File: src/rtl/mem_arbiter.sv
// Fetch/data arbiter in front of one single-port, variable-latency memory.
// Data has priority; a saturating starvation counter forces a fetch grant after STARVE_LIMIT data wins.
package mem_arbiter_pkg;
  typedef enum logic [2:0] {
    MEM_B  = 3'd0,
    MEM_H  = 3'd1,
    MEM_W  = 3'd2,
    MEM_BU = 3'd4,
    MEM_HU = 3'd5
  } mem_op_t;
endpackage

module mem_arbiter
  import mem_arbiter_pkg::*;
#(
  parameter int unsigned AW           = 32,
  parameter int unsigned DW           = 32,
  parameter int unsigned STARVE_LIMIT = 4
) (
  input  logic          clk,
  input  logic          reset,
  input  logic          if_req,
  input  logic [AW-1:0] if_addr,
  output logic          if_ack,
  output logic [DW-1:0] if_rdata,
  input  logic          d_req,
  input  logic          d_we,
  input  mem_op_t       d_op,
  input  logic [AW-1:0] d_addr,
  input  logic [DW-1:0] d_wdata,
  output logic          d_ack,
  output logic [DW-1:0] d_rdata,
  output logic          m_req,
  output logic          m_we,
  output mem_op_t       m_op,
  output logic [AW-1:0] m_addr,
  output logic [DW-1:0] m_wdata,
  input  logic          m_gnt,
  input  logic          m_rvalid,
  input  logic [DW-1:0] m_rdata
);

  typedef enum logic [1:0] {
    IDLE,
    ISSUE,
    WAIT,
    RESP
  } state_t;

  localparam logic [3:0] LIMIT = 4'(STARVE_LIMIT);

  state_t        state, state_nxt;
  logic          owner;
  logic [3:0]    starve_cnt;
  logic [AW-1:0] addr_q;
  logic          we_q;
  mem_op_t       op_q;
  logic [DW-1:0] wdata_q;
  logic [DW-1:0] if_rdata_q;
  logic [DW-1:0] d_rdata_q;
  logic          any_req;
  logic          grant_data;

  // Data wins a contested slot unless fetch has already waited out the limit.
  always_comb begin
    any_req    = if_req | d_req;
    grant_data = d_req & (~if_req | (starve_cnt != LIMIT));
  end

  always_ff @(posedge clk or posedge reset) begin
    if (reset) state <= IDLE;
    else       state <= state_nxt;
  end

  always_comb begin
    state_nxt = state;
    case (state)
      IDLE:    if (any_req)  state_nxt = ISSUE;
      ISSUE:   if (m_gnt)    state_nxt = WAIT;
      WAIT:    if (m_rvalid) state_nxt = RESP;
      RESP:                  state_nxt = IDLE;
      default:               state_nxt = IDLE;
    endcase
  end

  always_ff @(posedge clk or posedge reset) begin
    if (reset) begin
      owner      <= 1'b0;
      starve_cnt <= '0;
      addr_q     <= '0;
      we_q       <= 1'b0;
      op_q       <= MEM_B;
      wdata_q    <= '0;
      if_rdata_q <= '0;
      d_rdata_q  <= '0;
    end else begin
      if (state == IDLE && any_req) begin
        owner <= grant_data;
        if (grant_data) begin
          addr_q  <= d_addr;
          we_q    <= d_we;
          op_q    <= d_op;
          wdata_q <= d_wdata;
          if (!if_req)                 starve_cnt <= '0;
          else if (starve_cnt != LIMIT) starve_cnt <= starve_cnt + 4'd1;
        end else begin
          addr_q     <= if_addr;
          we_q       <= 1'b0;
          op_q       <= MEM_W;
          wdata_q    <= '0;
          starve_cnt <= '0;
        end
      end
      // Each port keeps its own response register so the idle port's rdata holds.
      if (state == WAIT && m_rvalid) begin
        if (owner) d_rdata_q  <= m_rdata;
        else       if_rdata_q <= m_rdata;
      end
    end
  end

  always_comb begin
    m_req    = (state == ISSUE);
    m_we     = we_q;
    m_op     = op_q;
    m_addr   = addr_q;
    m_wdata  = wdata_q;
    if_ack   = (state == RESP) & ~owner;
    d_ack    = (state == RESP) & owner;
    if_rdata = if_rdata_q;
    d_rdata  = d_rdata_q;
  end

endmodule

File: config.mk
export PLATFORM = sky130hd
export DESIGN_NAME = mem_arbiter
export DESIGN_NICKNAME = d
export VERILOG_FILES = /design/src/rtl/mem_arbiter.sv
export SDC_FILE = /design/constraint.sdc
export NUM_CORES = 1
export LEC_CHECK = 0
export ABC_AREA = 0
export CAP_MARGIN = 20
export CORE_ASPECT_RATIO = 0.9
export CORE_UTILIZATION = 41
export CTS_CLUSTER_DIAMETER = 150
export CTS_CLUSTER_SIZE = 16
export DETAILED_ROUTE_END_ITERATION = 8
export HOLD_SLACK_MARGIN = 0.05
export PLACE_DENSITY = 0.84
export SYNTH_ARGS = -nofsm -noshare
export SYNTH_HDL_FRONTEND = slang
export SYNTH_SLANG_ARGS = --single-unit
File: constraint.sdc
create_clock -name clk -period 5.25 [get_ports clk]
set_input_delay 1.05 -clock clk [delete_from_list [all_inputs] [get_ports clk]]
set_output_delay 1.05 -clock clk [all_outputs]
set_load 0.1 [all_outputs]
---- Word-level counts from Yosys, hierarchy flattened ----
Index checks and enable logic that the tools add are counted.
word-level totals
  flip-flop bits (word level) ............. 139
  latch bits .............................. 0
  RAM bits ................................ 0
  bits in read-only memories .............. 0
  input bits .............................. 138
  output and inout port bits .............. 135
  word-level logic and storage cells ...... 43
  memories ................................ 0
operators by class
  add/sub/neg operators ................... 1
  $mul .................................... 0
  div/mod/pow operators ................... 0
  $lt $le $gt $ge ......................... 0
  equal/unequal tests ..................... 8
  shifts and indexed selects .............. 0
  muxes and demuxes ....................... 11
  bitwise gates (word level) .............. 7
  reductions and logical operators ........ 7
operator list
  kind                                                 count
  2-to-1 mux 32 bit                                    2
  2-to-1 mux 4 bit                                     3
  one-hot mux 2 bit (4 select lines)                   1
  2-to-1 mux 2 bit                                     3
  AND reduction 2 bit                                  3
  adder 4 x 1 -> 4 bit, second input constant          1
  equality test 2 bit, second input constant           2
  != test 2 bit, second input constant                 2
  != test 4 x 3 -> 1 bit, second input constant        1
  bitwise AND 1 bit                                    3
  2-to-1 mux 3 bit                                     1
  != test 3 x 2 -> 1 bit, second input constant        1
  AND reduction 3 bit                                  1
  equality test 2 x 1 -> 1 bit, second input constant  1
  logical AND 1 bit                                    2
  logical NOT 2 bit                                    1
  != test 2 x 1 -> 1 bit, second input constant        1
  NOT 1 bit                                            2
  bitwise OR 1 bit                                     2
  2-to-1 mux 1 bit                                     1

---- Depth between registers and ports, before layout ----
Gate-level depths: netlist (run 1).
  word-level depth ........................ 5
  gate-level depth with buffers ........... 7
  mapped depth without buffers ............ 5

---- Least setup slack after synthesis (run 1) ----
No wires, ideal clock.
  kind .................................... register -> output
  start ................................... reg state[0]
  end ..................................... out if_ack
  arrival ................................. 1.879 ns
  required time ........................... 4.200 ns
  setup slack ............................. 2.321 ns
  cell stages (with the launch flop) ...... 3
  buffers on the path ..................... 0
  cell sequence ........................... dfrtp_1 > ha_1 > nor2b_1
on the way
  cells in the longest elaborated chain, start to end .. 2
RTL lines
  element                   RTL line  text
  start: declaration        52        state_t state, state_nxt;
  start signal: assignment  72        else state <= state_nxt;
  equality test 2 bit       128       if_ack = (state == RESP) & ~owner;
  bitwise AND 1 bit         128
  end: declaration          24        output logic if_ack,
Every way passes these cells.

---- Worst setup path in the final report (run 1) ----
  start ................................... reg state[1]
  end ..................................... out if_ack
The elaborated chain is that of the path after synthesis.

==> flow_summary.json, run 1 <==
{
  "status": "finished clean",
  "place_area_mm2": 0.008712,
  "finalHoldViolCount": 0,
  "path_max_fanout": 4,
  "clock_skew_ps": 7.775,
  "setup_viol": 0,
  "clkTransAtPathRegs_ps": 60,
  "crit_required_ps": 4200,
  "worst_pin_slew_ps": 1034,
  "area_delta_synth_final_pct": 59.31,
  "cts_sinks": 139,
  "grt_use_total_pct": 22.20,
  "max_slew_margin_pct": 30.84,
  "drv_cap": 0,
  "io_buffer_count": 272,
  "fin_crit_ps": 3335,
  "synth_cell_types": 30,
  "arrival_ps": 2290,
  "dp_cells": 882,
  "syn_area_mm2": 0.005869,
  "wl_um": 16490,
  "antenna_found_initial": 0,
  "cts_root_buf": "clkbuf_16",
  "ys.warnings.count": 0,
  "firstDrtPassIters": 4,
  "final_area_mm2": 0.009350,
  "start_kind": "register",
  "seq_area_frac_synth_pct": 59.26,
  "die-width_um": 128.1,
  "end_kind": "output port",
  "synthesis.nets": 589,
  "wl_per_cell_um": 18.02,
  "grt_pass1_wl_um": 25070,
  "grt_max_degree": 108,
  "rows": 41,
  "layout-drive-gt1-share_pct": 19.25,
  "hold_path.class": "register to register",
  "finalSetupTns_ps": 0,
  "via_per_inst": 5.199,
  "gp_congestion": 0.7391,
  "insertion_delay_ps": 410,
  "drc": 0,
  "finalCritPeriodShare_pct": 63.53,
  "critPathKind": "register to output port",
  "fmaxAchievable_ghz": 0.2998,
  "synth_cells": 445,
  "ant_nets": 0,
  "diodes": 0,
  "die_h_um": 115.5,
  "cts_hold_buf": 0,
  "drtIter0Drc": 278,
  "cts_tree": "built",
  "cts.repair.resized": 0,
  "synth_seq_cells": 139,
  "clockBufferDepth": 2,
  "cts_buffers": 17,
  "htreeDepth": 4,
  "dp_hpwl_um": 11620,
  "core_mm2": 0.01400,
  "syn_area_per_cell_um2": 13.19,
  "num_vias": 4757,
  "start_util_pct": 41.91,
  "cts_setup_buffers": 0,
  "rsz0062_at_grt": "false",
  "dieArea_mm2": 0.01480,
  "whs_ps": 499.2,
  "instances_no_fill": 915,
  "grt_overflow": 0,
  "first_global_vias": 4833,
  "drv_slew": 0,
  "num-nets-final": 853,
  "ios": 273
}
final timing paths:
check	from	end	slack, ps	cells past startpoint
setup / recovery	state[1]	if_ack	1910	3
hold / removal	m_addr[20]	m_addr[20]	500	2
setup reg to reg	starve_cnt[0]	m_addr[29]	2920	5
hold reg to reg	m_addr[20]	m_addr[20]	500	2
max in group asynchronous	reset	if_rdata[25]	3000	3
min in group asynchronous	reset	d_rdata[3]	1250	2
cell type report:
| class | instances | area, um^2 |
|---|---|---|
| Fill cell | 1012 | 4654 |
| Sequential cell | 139 | 3478 |
| Timing Repair Buffer | 280 | 2823 |
| Multi-Input combinational cell | 265 | 2170 |
| Clock buffer | 17 | 425.4 |
| Tap cell | 193 | 241.5 |
| Clock inverter | 15 | 185.2 |
| Inverter | 6 | 27.53 |
critical path, cell delays in order (launching register included):
cell and delay [ps]:
dfrtp_1 390, ha_1 180, nor2b_1 140, clkdlybuf4s50_1 1160
synth_stat cells:
master    count  area, um^2
and2_1        2       12.51
o21ai_2       1       8.760
o21ai_0       2       10.01
buf_4         2       15.01
nand2_1      68       255.2
nand3b_1      2       15.01
a221o_1       1       10.01
buf_6         7       78.83
o211ai_1      2       15.01
xor2_1        1       8.760
nor2_1        1       3.750
o211ai_2     30       375.4
nand4_1      32       200.2
ha_1          6       75.07
o21a_1        1       7.510
clkbuf_1     13       48.80
inv_1         6       22.52
o22a_1        1       8.760
a22o_1       36       315.3
and3_1        1       6.260
o32a_1        1       10.01
nand4b_4      1       23.77
nand2b_1      1       6.260
a221oi_1      1       8.760
nor2b_1       4       25.02
nor3b_1       1       7.510
dfrtp_1     139        3478
buf_2        13       65.06
mux2_2       65       732.0
nand3_1       4       20.02
state kept, by name, summed over array words and instances, names as in the netlist:
signal / cells
owner: 1
m_we: 1
m_op: 3
m_addr: 32
if_rdata: 32
starve_cnt: 4
d_rdata: 32
m_wdata: 32
state: 2
routing by layer:
layer  routed length (um)  GRT usage [%]  vias up
met5                    0              0        -
met1                 6576          26.17     2375
met2                 8549          39.17      213
li1                     -              -     2145
met4                  329          7.216        0
met3                 1031          6.417       24
cells in the final DEF (no fill, tap or decap), types with 2 or more instances in the layout:
cell type | Yosys | final
mux2_2 | 65 | 65
clkdlybuf4s50_1 | 0 | 272
inv_1 | 6 | 5
buf_4 | 2 | 6
inv_6 | 0 | 7
o21ai_0 | 2 | 2
buf_16 | 0 | 2
o211ai_1 | 2 | 2
nand2_1 | 68 | 68
nor2b_1 | 4 | 4
clkinvlp_4 | 0 | 5
nand3b_1 | 2 | 2
clkbuf_16 | 0 | 17
a22o_1 | 36 | 36
bufinv_16 | 0 | 3
nand4_1 | 32 | 32
ha_1 | 6 | 6
nand3_1 | 4 | 4
dfrtp_1 | 139 | 139
o211ai_2 | 30 | 30
cells by family (layout without fill, tap and decap cells):
kind of cell    Yosys count  after routing  synth area share, %
compound gates           76             76                13.11
xor+xnor                  1              1               0.1492
fa+ha+maj                 6              6                1.279
buf+inv                  41            318                3.922
flops                   139            139                59.26
mux                      65             65                12.47
simple gates            117            117                9.806
through the flow:
stage / utilization, % / worst slack, ps
after floorplan: - / 475.5
after global placement: 62.01 / 1827
after detailed placement: 62.21 / 1906
after CTS: 66.57 / 1900
after global routing: 66.76 / 1796
final: 66.76 / 1915
Power of run 1 is left out: the tool's default activity adds up to more than one toggle a clock period on the data nets, which glitch-free logic cannot reach.
==> run 2: changes to the inputs <==
Clock period 5.25 ns to 3.3 ns, I/O delays scaled along.
==> run 2 against run 1 <==
  * Flip-flop and latch count unchanged
  * Via count about the same
  * Register-to-register slack worse by 1700 ps
  * Die area unchanged
  * First-iteration DRC count down 2.9%
  * Utilization down 2.3 points
  * Hold slack worse by 9.9 ps
  * Clock skew down 1.8 ps
  * Count of clock-buffer cells in the layout up 5
  * Routed wire length down 2.4%
  * Final cell count up 0.22%
==> flow_summary.json, run 2 (synthesized netlist as in run 1, its figures left out) <==
{
  "antenna_found_initial": 0,
  "reg2reg_depth": 6,
  "fmaxAchievable_ghz": 0.4777,
  "area_delta_synth_final_pct": 53.76,
  "rrSetupSlack_ps": 1230,
  "layout_commonest_cell": "buf_4",
  "start_kind": "register",
  "grt_overflow": 0,
  "cts.repair.resized": 0,
  "use_met2_pct": 36.88,
  "firstDrtPassIters": 4,
  "die_h_um": 115.5,
  "dp_hpwl_um": 11490,
  "whs_ps": 489.3,
  "finalSetupTns_ps": 0,
  "gp_congestion": 0.7206,
  "io_buffer_count": 272,
  "via_per_inst": 5.186,
  "grt_use_total_pct": 21.37,
  "dieArea_mm2": 0.01480,
  "wl_per_cell_um": 17.54,
  "critPathKind": "register to output port",
  "layout-drive-gt1-share_pct": 37.71,
  "wl_um": 16080,
  "cts_setup_buffers": 0,
  "start_util_pct": 41.91,
  "grt_max_degree": 73,
  "cts_tree": "built",
  "layout_common_cells": "buf_4, dfrtp_1, clkdlybuf4s50_1",
  "first_global_vias": 4795,
  "rows": 41,
  "finalCritPeriodShare_pct": 63.43,
  "ios": 273,
  "cts_hold_buf": 0,
  "cts_buffers": 17,
  "min_path_cells": 2,
  "drtIter0Drc": 270,
  "hold_start": "m_addr[14]",
  "top_usage_layer": "met2",
  "rsz0062_at_grt": "false",
  "arrival_ps": 1430,
  "num-nets-final": 858,
  "clkTransAtPathRegs_ps": 60,
  "fin_crit_ps": 2093,
  "crit_required_ps": 2640,
  "drc": 0,
  "worst_pin_slew_ps": 697.5,
  "drv_slew": 0,
  "insertion_delay_ps": 410,
  "hold_end": "m_addr[14]",
  "path_max_fanout": 4,
  "num_vias": 4756,
  "clock_skew_ps": 5.948,
  "die-width_um": 128.1,
  "finalHoldViolCount": 0,
  "hold_path.class": "register to register",
  "diodes": 0,
  "setup_viol": 0,
  "timing.rr.start": "state[0]",
  "max_slew_margin_pct": 53.50,
  "grt_pass1_wl_um": 24290,
  "fin_util_pct": 64.44,
  "drv_cap": 0,
  "r2r-end": "m_wdata[5]",
  "cts_root_buf": "clkbuf_16",
  "grtUsageMet3_pct": 5.217,
  "end_kind": "output port",
  "htreeDepth": 4,
  "cts_sinks": 139,
  "ant_nets": 0,
  "grt_use_met1_pct": 25.50,
  "clockBufferDepth": 2,
  "status": "finished clean",
  "core_mm2": 0.01400
}
==> run 2: stage by stage <==
stage	instance area, um^2	setup WS [ps]	instances
6_report	9025	1207	917
5_1_grt	9025	1130	917
4_1_cts	9025	1187	917
3_5_place_dp	8443	845.1	888
3_3_place_gp	8428	652.8	887
2_1_floorplan	5873	761.3	445
==> run 2: worst max-delay path, cell delays in order, from the launching register on <==
cell	delay [ps]
dfrtp_1	410
ha_1	230
and2_1	160
buf_4	230
==> run 2: worst max path at each step <==
stage                     slack (ps)  startpoint          end
after global routing            1130    state[0]   m_wdata[5]
after detailed placement         850       d_req  m_wdata[18]
after global placement           650       d_req   m_wdata[0]
final                           1210    state[0]        d_ack
after floorplan                  760    state[0]       if_ack
after CTS                       1190    state[0]        d_ack
==> run 2: metal layers <==
metal / up-vias / wire (um)
li1: 2159 / -
met4: 0 / 369
met3: 30 / 1029
met2: 216 / 8064
met5: - / 0
met1: 2351 / 6620
==> run 2: layout make-up <==
class                           instances  area, um^2
Sequential cell                       139        3478
Tap cell                              193       241.5
Inverter                                6       26.28
Fill cell                            1063        4980
Clock buffer                           22       464.2
Timing Repair Buffer                  285        2527
Multi-Input combinational cell        265        2170
Clock inverter                          7       117.6
Power of run 2 is left out for the same reason.
